<file path="config.mk">
export PLATFORM = sky130hd
export DESIGN_NAME = tdm_demux_rx
export DESIGN_NICKNAME = d
export VERILOG_FILES = /design/src/rtl/tdm_demux_rx_pkg.sv /design/src/rtl/tdm_shift_reg.sv /design/src/rtl/tdm_demux_rx.sv
export SDC_FILE = /design/constraint.sdc
export NUM_CORES = 1
export LEC_CHECK = 0
export CELL_PAD_IN_SITES_DETAIL_PLACEMENT = 0
export CELL_PAD_IN_SITES_GLOBAL_PLACEMENT = 2
export CORE_MARGIN = 2
export CORE_UTILIZATION = 35
export CTS_CLUSTER_DIAMETER = 200
export DETAILED_ROUTE_END_ITERATION = 16
export GPL_TIMING_DRIVEN = 0
export MAX_ROUTING_LAYER = met4
export PLACE_DENSITY_LB_ADDON = 0.1
export SLEW_MARGIN = 20
export SYNTH_ARGS = -nofsm -noshare
export SYNTH_HDL_FRONTEND = slang
export SYNTH_SLANG_ARGS = --single-unit
export TNS_END_PERCENT = 50
</file>
<file path="constraint.sdc">
create_clock -name clk -period 1.8 [get_ports clk]
set_input_delay 0.45 -clock clk [delete_from_list [all_inputs] [get_ports clk]]
set_output_delay 0.45 -clock clk [all_outputs]
set_load 0.02 [all_outputs]
</file>
<file path="src/rtl/tdm_demux_rx_pkg.sv">
// rtl/tdm_demux_rx_pkg.sv - shared types and constants for the TDM 2:1 line receiver
//
// Purpose: common definitions used by tdm_demux_rx and tdm_shift_reg.
//   state_t   : receiver FSM state {IDLE, RUN}
//   WIDTH_DEF : default bits per channel word
//   SEL_A/B   : select-line encoding driven to the external buffer mux
package tdm_demux_rx_pkg;

  localparam int WIDTH_DEF = 8;

  localparam logic SEL_A = 1'b1;
  localparam logic SEL_B = 1'b0;

  typedef enum logic {
    IDLE = 1'b0,
    RUN  = 1'b1
  } state_t;

endpackage

</file>
<file path="src/rtl/tdm_shift_reg.sv">
// rtl/tdm_shift_reg.sv - WIDTH-bit MSB-first serial-in shift register
//
// Purpose: collects one channel's serial bits, first bit ending up in the MSB.
// Ports:
//   clk   : clock, rising edge
//   rst_n : asynchronous active-low reset, clears q
//   clr   : synchronous clear (takes priority over shift)
//   shift : shift din into the LSB this edge
//   din   : serial input bit
//   q     : current register contents
module tdm_shift_reg
  import tdm_demux_rx_pkg::*;
#(
  parameter int WIDTH = WIDTH_DEF
) (
  input  logic             clk,
  input  logic             rst_n,
  input  logic             clr,
  input  logic             shift,
  input  logic             din,
  output logic [WIDTH-1:0] q
);

  always_ff @(posedge clk or negedge rst_n) begin
    if (!rst_n) begin
      q <= '0;
    end else if (clr) begin
      q <= '0;
    end else if (shift) begin
      q <= {q[WIDTH-2:0], din};
    end
  end

endmodule

</file>
<file path="src/rtl/tdm_demux_rx.sv">
// rtl/tdm_demux_rx.sv - TDM 2:1 shared-line receiver with valid/ready word-pair output
//
// Purpose: toggles the mux select every clock, samples the shared line on each
// phase, deserialises channel A (sel=1) and channel B (sel=0) and presents the
// completed word pair with a valid/ready handshake.
// Ports:
//   clk, rst_n   : clock (rising edge) and asynchronous active-low reset
//   en           : run enable; dropping it discards the partial word
//   bus_in       : shared line, valid in the same cycle as sel_out
//   sel_out      : mux select (1 = channel A, 0 = channel B)
//   out_a, out_b : last accepted word pair
//   valid, ready : output handshake
//   overrun      : sticky flag, a completed pair was dropped
//   overrun_clr  : synchronous clear of overrun (a new drop on the same edge wins)
module tdm_demux_rx
  import tdm_demux_rx_pkg::*;
#(
  parameter int WIDTH = WIDTH_DEF
) (
  input  logic             clk,
  input  logic             rst_n,
  input  logic             en,
  input  logic             bus_in,
  output logic             sel_out,
  output logic [WIDTH-1:0] out_a,
  output logic [WIDTH-1:0] out_b,
  output logic             valid,
  input  logic             ready,
  output logic             overrun,
  input  logic             overrun_clr
);

  localparam int CW = $clog2(WIDTH);
  localparam logic [CW-1:0] LAST_BIT = CW'(WIDTH - 1);

  state_t          state_q, state_d;
  logic            sel_d;
  logic [CW-1:0]   cnt_q, cnt_d;
  logic            shift_a, shift_b, clr_sh, complete;
  logic [WIDTH-1:0] sh_a, sh_b, word_b;
  logic            unused_sh_b_msb;

  // Shift registers are held clear while idle so a restart never sees stale bits.
  assign clr_sh = (state_q == IDLE);

  tdm_shift_reg #(.WIDTH(WIDTH)) u_sh_a (
    .clk   (clk),
    .rst_n (rst_n),
    .clr   (clr_sh),
    .shift (shift_a),
    .din   (bus_in),
    .q     (sh_a)
  );

  tdm_shift_reg #(.WIDTH(WIDTH)) u_sh_b (
    .clk   (clk),
    .rst_n (rst_n),
    .clr   (clr_sh),
    .shift (shift_b),
    .din   (bus_in),
    .q     (sh_b)
  );

  // The last B bit is still on the line at the completion edge, so the B word
  // is assembled with it rather than waiting one more cycle.
  assign word_b          = {sh_b[WIDTH-2:0], bus_in};
  assign unused_sh_b_msb = sh_b[WIDTH-1];

  always_comb begin
    state_d  = state_q;
    sel_d    = sel_out;
    cnt_d    = cnt_q;
    shift_a  = 1'b0;
    shift_b  = 1'b0;
    complete = 1'b0;
    case (state_q)
      IDLE: begin
        if (en) begin
          state_d = RUN;
          sel_d   = SEL_A;
          cnt_d   = '0;
        end
      end
      RUN: begin
        if (sel_out == SEL_A) begin
          shift_a = en;
          sel_d   = SEL_B;
        end else begin
          shift_b  = en;
          sel_d    = SEL_A;
          // A completion on the edge that drops en is still delivered.
          complete = (cnt_q == LAST_BIT);
          cnt_d    = complete ? '0 : cnt_q + 1'b1;
        end
        if (!en) begin
          state_d = IDLE;
          sel_d   = SEL_B;
          cnt_d   = '0;
        end
      end
      default: state_d = IDLE;
    endcase
  end

  always_ff @(posedge clk or negedge rst_n) begin
    if (!rst_n) begin
      state_q <= IDLE;
      sel_out <= SEL_B;
      cnt_q   <= '0;
    end else begin
      state_q <= state_d;
      sel_out <= sel_d;
      cnt_q   <= cnt_d;
    end
  end

  always_ff @(posedge clk or negedge rst_n) begin
    if (!rst_n) begin
      out_a   <= '0;
      out_b   <= '0;
      valid   <= 1'b0;
      overrun <= 1'b0;
    end else begin
      // A pair being consumed on the completion edge frees the slot for the new one.
      if (complete && (!valid || ready)) begin
        out_a <= sh_a;
        out_b <= word_b;
        valid <= 1'b1;
      end else if (valid && ready) begin
        valid <= 1'b0;
      end
      if (complete && valid && !ready) begin
        overrun <= 1'b1;
      end else if (overrun_clr) begin
        overrun <= 1'b0;
      end
    end
  end

endmodule

</file>
# Yosys cells after proc, flatten, opt, wreduce, memory -nomap -nowiden
# Index checks and enable logic that the tools add are counted.
[word_totals] elab_cells=50 reg_bits=38 output_inout_bits=19 input_bits=6
[classes] mux=24 reduce_logical=10 addsub=1 n_bitwise=1 eq_ne=5
[ops] operator="8-bit two-way mux" n=2
[ops] operator="1-bit two-way mux" n=14
[ops] operator="7-bit two-way mux" n=2
[ops] operator="3-bit two-way mux" n=4
[ops] operator="3-bit case mux with 2 select lines" n=1
[ops] operator="1-bit logical AND" n=4
[ops] operator="2-bit by 1-bit != test with 1-bit output (second input constant)" n=2
[ops] operator="2-bit nonzero test" n=2
[ops] operator="3-bit by 1-bit adder with 3-bit output (second input constant)" n=1
[ops] operator="3-bit equality test (second input constant)" n=1
[ops] operator="3-bit != test (second input constant)" n=1
[ops] operator="1-bit zero test" n=2
[ops] operator="2-bit != test (second input constant)" n=1
[ops] operator="1-bit case mux with 2 select lines" n=1
[ops] operator="2-bit AND reduction" n=1
[ops] operator="1-bit logical OR" n=1
[ops] operator="1-bit inverter" n=1

# Longest topological paths before layout
[depth] ltp_word=6 mapped_depth=7 mapped_depth_nobuf=5

# By module
# From an unflattened synthesis, not the netlist that was laid out.
[hier_totals] cells_unflattened=118 area_unflattened_um2=1650.3
[modules_own_cells] mod="tdm_demux_rx" area_each_um2=999.7 n_inst=1 seq_area_each_um2=575.6 cells_per_inst=66
[modules_own_cells] mod="tdm_shift_reg" area_each_um2=325.3 n_inst=2 seq_area_each_um2=200.2 cells_per_inst=26

# Worst setup path after synthesis
# Ideal clock, no wire load.
[synth_timing] path_type="reg2reg" start="register cnt_q[0]" end="register out_a[0]" t_required_ns=1.675 path_buffers=2 synth_period_minus_slack_ns=1.585 arrival_ns=1.460 setup_time_ns=0.125 setup_slack_ns=0.215 stages_incl_launch_ff=8 cell_sequence="dfrtp_1 > ha_1 > ha_1 > nand3b_4 > nor2b_2 > buf_6 > buf_12 > mux2_4"
[synth_between] elab_chain_cells=4
[synth_rtl] element="start: declaration" line_no="tdm_demux_rx.sv:38" source="logic [CW-1:0] cnt_q, cnt_d;"
[synth_rtl] element="start signal: assignment" line_no="tdm_demux_rx.sv:113" source="cnt_q <= cnt_d;"
[synth_rtl] element="3-bit equality test" line_no="tdm_demux_rx.sv:92" source="complete = (cnt_q == LAST_BIT);"
[synth_rtl] element="1-bit two-way mux" line_no="tdm_demux_rx.sv:85" source="if (sel_out == SEL_A) begin"
[synth_rtl] element="1-bit two-way mux" line_no="tdm_demux_rx.sv:76" source="case (state_q)"
[synth_rtl] element="1-bit logical AND" line_no="tdm_demux_rx.sv:125" source="if (complete && (!valid || ready)) begin"
[synth_rtl] element="end signal: assignment" line_no="tdm_demux_rx.sv:119" source="out_a <= '0;"
[synth_rtl] element="end signal: assignment" line_no="tdm_demux_rx.sv:126" source="out_a <= sh_a;"
[synth_rtl] element="end: declaration" line_no="tdm_demux_rx.sv:25" source="output logic [WIDTH-1:0] out_a,"
# No other way between the ends.
# A chain may end at the register's enable or synchronous reset.

# Worst setup path in the final report
[layout_timing] start="register out_b[0]" end="output port out_b[0]"
[layout_lines] element="start: declaration" line_no="tdm_demux_rx.sv:26" source="output logic [WIDTH-1:0] out_b,"
[layout_lines] element="start signal: assignment" line_no="tdm_demux_rx.sv:127" source="out_b <= word_b;"
# No word-level cell between the ends.

==> out/results.txt <==
Asr flop ratio synth = 100.0%
H-Tree Depth = 2
Root buffer cell = clkbuf_8
Total chip power = 1558 µW
# IOs = 25
Die Span Y = 72.17 µm
Area share of the largest cell type after synthesis = 58.46%
Max VDD drop = 0.2834 mV
YS warnings = 0
Area Overhead vs Synth = 24.38%
Setup crit end kind = output port
CP Cell Sequence = clkdlybuf4s50_1
# fillers = 409
# clock sinks = 38
Final nets = 171
Final hold viol count = 0
Max-slew headroom = 70.33%
Final min period = 1722 ps
First drt pass iteration count = 2
Synth Flop Type = dfrtp_1
Largest net degree at the start of global routing = 27
Setup bufs post-CTS = 0
Die Wd = 72.17 µm
Routed Wire Length = 3.004 mm
Setup-failing EPs final = 0
Delay-heaviest family, CP = buffers and inverters
Worst Hold Class = in2async
DR vias = 1021
Total gr overflow = 0
Library cells used by synthesis = 23
TritonCTS clock tree = done
Cells after Synth = 131
Fmax = 0.5807 GHz
Sequential area share after synthesis = 58.46%
Initial antenna violation count = 0
Clock buffer count from CTS = 5
Hold_buf cts = 0
Post-DP HPWL = 2.055 mm
Run status = completed
Max-Cap Viols = 0
Synth area leader = dfrtp_1
GRT Util Overall = 13.76%
Layout cells sized above 1 = 18.40%
Max incr delay on CP = 620 ps
Average size of a mapped cell = 12.42 µm²
Crit path required time = 1350 ps
CTS max path bufs = 2
Initial Utilization = 36.85%
Drt drc = 0
Post-Syn Area = 1627 µm²
Crit path max fanout = 2
Startpoint types = flip-flop
Buffers on Ports = 24
Flops & latches, synth = 38
Syn Nets = 139
CP bufs+invs = 1
Average wire per standard cell = 13.97 µm
Worst Clk Skew = 4.062 ps
RSZ-0062 raised after global routing = no
Clock-pin slew on the worst setup and hold paths = 70 ps
Avg Vias per Cell = 4.749
Antenna-violating nets left = 0
Synth top area cells = dfrtp_1 (58%), mux2_4 (9.2%), nand2_1 (8.1%)
Worst skew pair latency = 290 ps
Slowest-stage cell, CP = clkdlybuf4s50_1
Area of the die = 5209 µm²
Pwr/cell area = 769.9 nW/µm²
Critical path class = reg2out
Non-filler instance count after layout = 215
Num rows = 24
Period utilisation layout = 95.66%
EDFF count, synth = 0
Post-CTS Resized = 0
Vias in the first global route = 1089
Crit path DAT = 1270 ps
First-pass GRT wire length = 5.237 mm
Max-slew violations = 0
Dpl cells = 208
Tightest Pin Transition = 445.0 ps
Fin util = 45.83%
N_diodes = 0
Core ar. = 4414 µm²
Pleak = 0.0009272 µW
Drt initial violations = 44
Placer Congestion = 0.6936
[area by class of cell]
class	instances	area, µm²	share of cell area, %
inverter	2	7.507	0.3711
timing repair buffer	25	255.2	12.62
tap	52	65.06	3.216
buffer	7	60.06	2.968
multi-input combinational	84	608.1	30.06
sequential	38	950.9	47.00
clock buffer	7	76.32	3.772
[worst register-to-register path: stages (launching register included)]
cell and delay [ps]:
dfrtp_1 380, ha_1 160, ha_1 210, nand3b_4 100, nor2b_2 130, buf_6 150, buf_12 160, mux2_4 300
[cell families (layout without fill, tap and decap cells)]
group | Yosys count | count (layout) | synth area share, %
multiplexers | 18 | 18 | 14.61
flip-flops | 38 | 38 | 58.46
AO/OA/AOI/OAI | 21 | 21 | 9.231
buffers and inverters | 9 | 41 | 4.154
adder cells (fa/ha/maj) | 2 | 2 | 1.538
AND/OR/NAND/NOR | 43 | 43 | 12.00
[state kept, by name, indices dropped and copies added, names as in the netlist]
register / count
u_sh_b.q: 7
sel_out: 1
state_q: 1
u_sh_a.q: 8
overrun: 1
valid: 1
out_b: 8
cnt_q: 3
out_a: 8
[path summary, 6_finish.rpt]
| path | start | depth (start not counted) | to | slack, ps |
|---|---|---|---|---|
| min reg2reg | out_b[3]$_DFFE_PN0P_ | 1 | out_b[3]$_DFFE_PN0P_ | 510 |
| min in group clk | out_b[3]$_DFFE_PN0P_ | 1 | out_b[3]$_DFFE_PN0P_ | 510 |
| max in group asynchronous | rst_n | 2 | out_b[1]$_DFFE_PN0P_ | 1320 |
| min | rst_n | 1 | out_b[6]$_DFFE_PN0P_ | 50 |
| max | out_b[0]$_DFFE_PN0P_ | 1 | out_b[0] | 80 |
| max reg2reg | cnt_q[0]$_DFFE_PN0P_ | 7 | out_a[4]$_DFFE_PN0P_ | 100 |
[stage by stage]
step           hold WS (ps)  setup TNS [ps]  setup WS (ps)  area [µm²]
3_5_place_dp          363.4           -1446         -134.0        1947
5_1_grt               60.44               0          4.240        2023
2_1_floorplan         154.4               0          214.9        1627
6_report              45.17               0          78.05        2023
3_3_place_gp          489.9          -27970         -695.3        1932
4_1_cts               49.37               0          60.85        2023
[layout by cell type (no fill, tap or decap)]
cell type        synthesis  routed
a21boi_0                15      15
a21o_1                   1       1
a22o_1                   1       1
and2_1                   1       1
and2b_1                  1       1
buf_12                   1       2
buf_2                    2       3
buf_6                    2       2
clkbuf_1                 2       4
clkbuf_8                 0       5
clkdlybuf4s50_1          0      23
dfrtp_1                 38      38
ha_1                     2       2
inv_1                    2       2
mux2_2                   6       6
mux2_4                  10      10
mux2i_1                  2       2
nand2_1                 35      35
nand2b_1                 2       2
nand3b_4                 1       1
nor2_1                   1       1
nor2b_2                  1       1
nor3_1                   1       1
o21ai_0                  3       3
o22ai_1                  1       1
[where the power goes]
| part | leakage [µW] | internal (µW) | switching [µW] |
|---|---|---|---|
| Combinational | 0.000366 | 55.2 | 75.8 |
| Sequential | 0.000523 | 868 | 11.3 |
| Clock | 0.0000383 | 267 | 281 |
[synthesized netlist by cell type, types with 3 or more instances]
master / instances
o21ai_0: 3
mux2_2: 6
a21boi_0: 15
nand2_1: 35
mux2_4: 10
dfrtp_1: 38
[routing by layer]
layer	GRT usage [%]	up-vias	routed length (µm)
met3	2.917	8	106
met2	19.98	19	1361
li1	-	497	-
met5	-	-	0
met4	8.176	0	76
met1	17.67	497	1460
No activity file was read; power rests on OpenSTA's default activity.
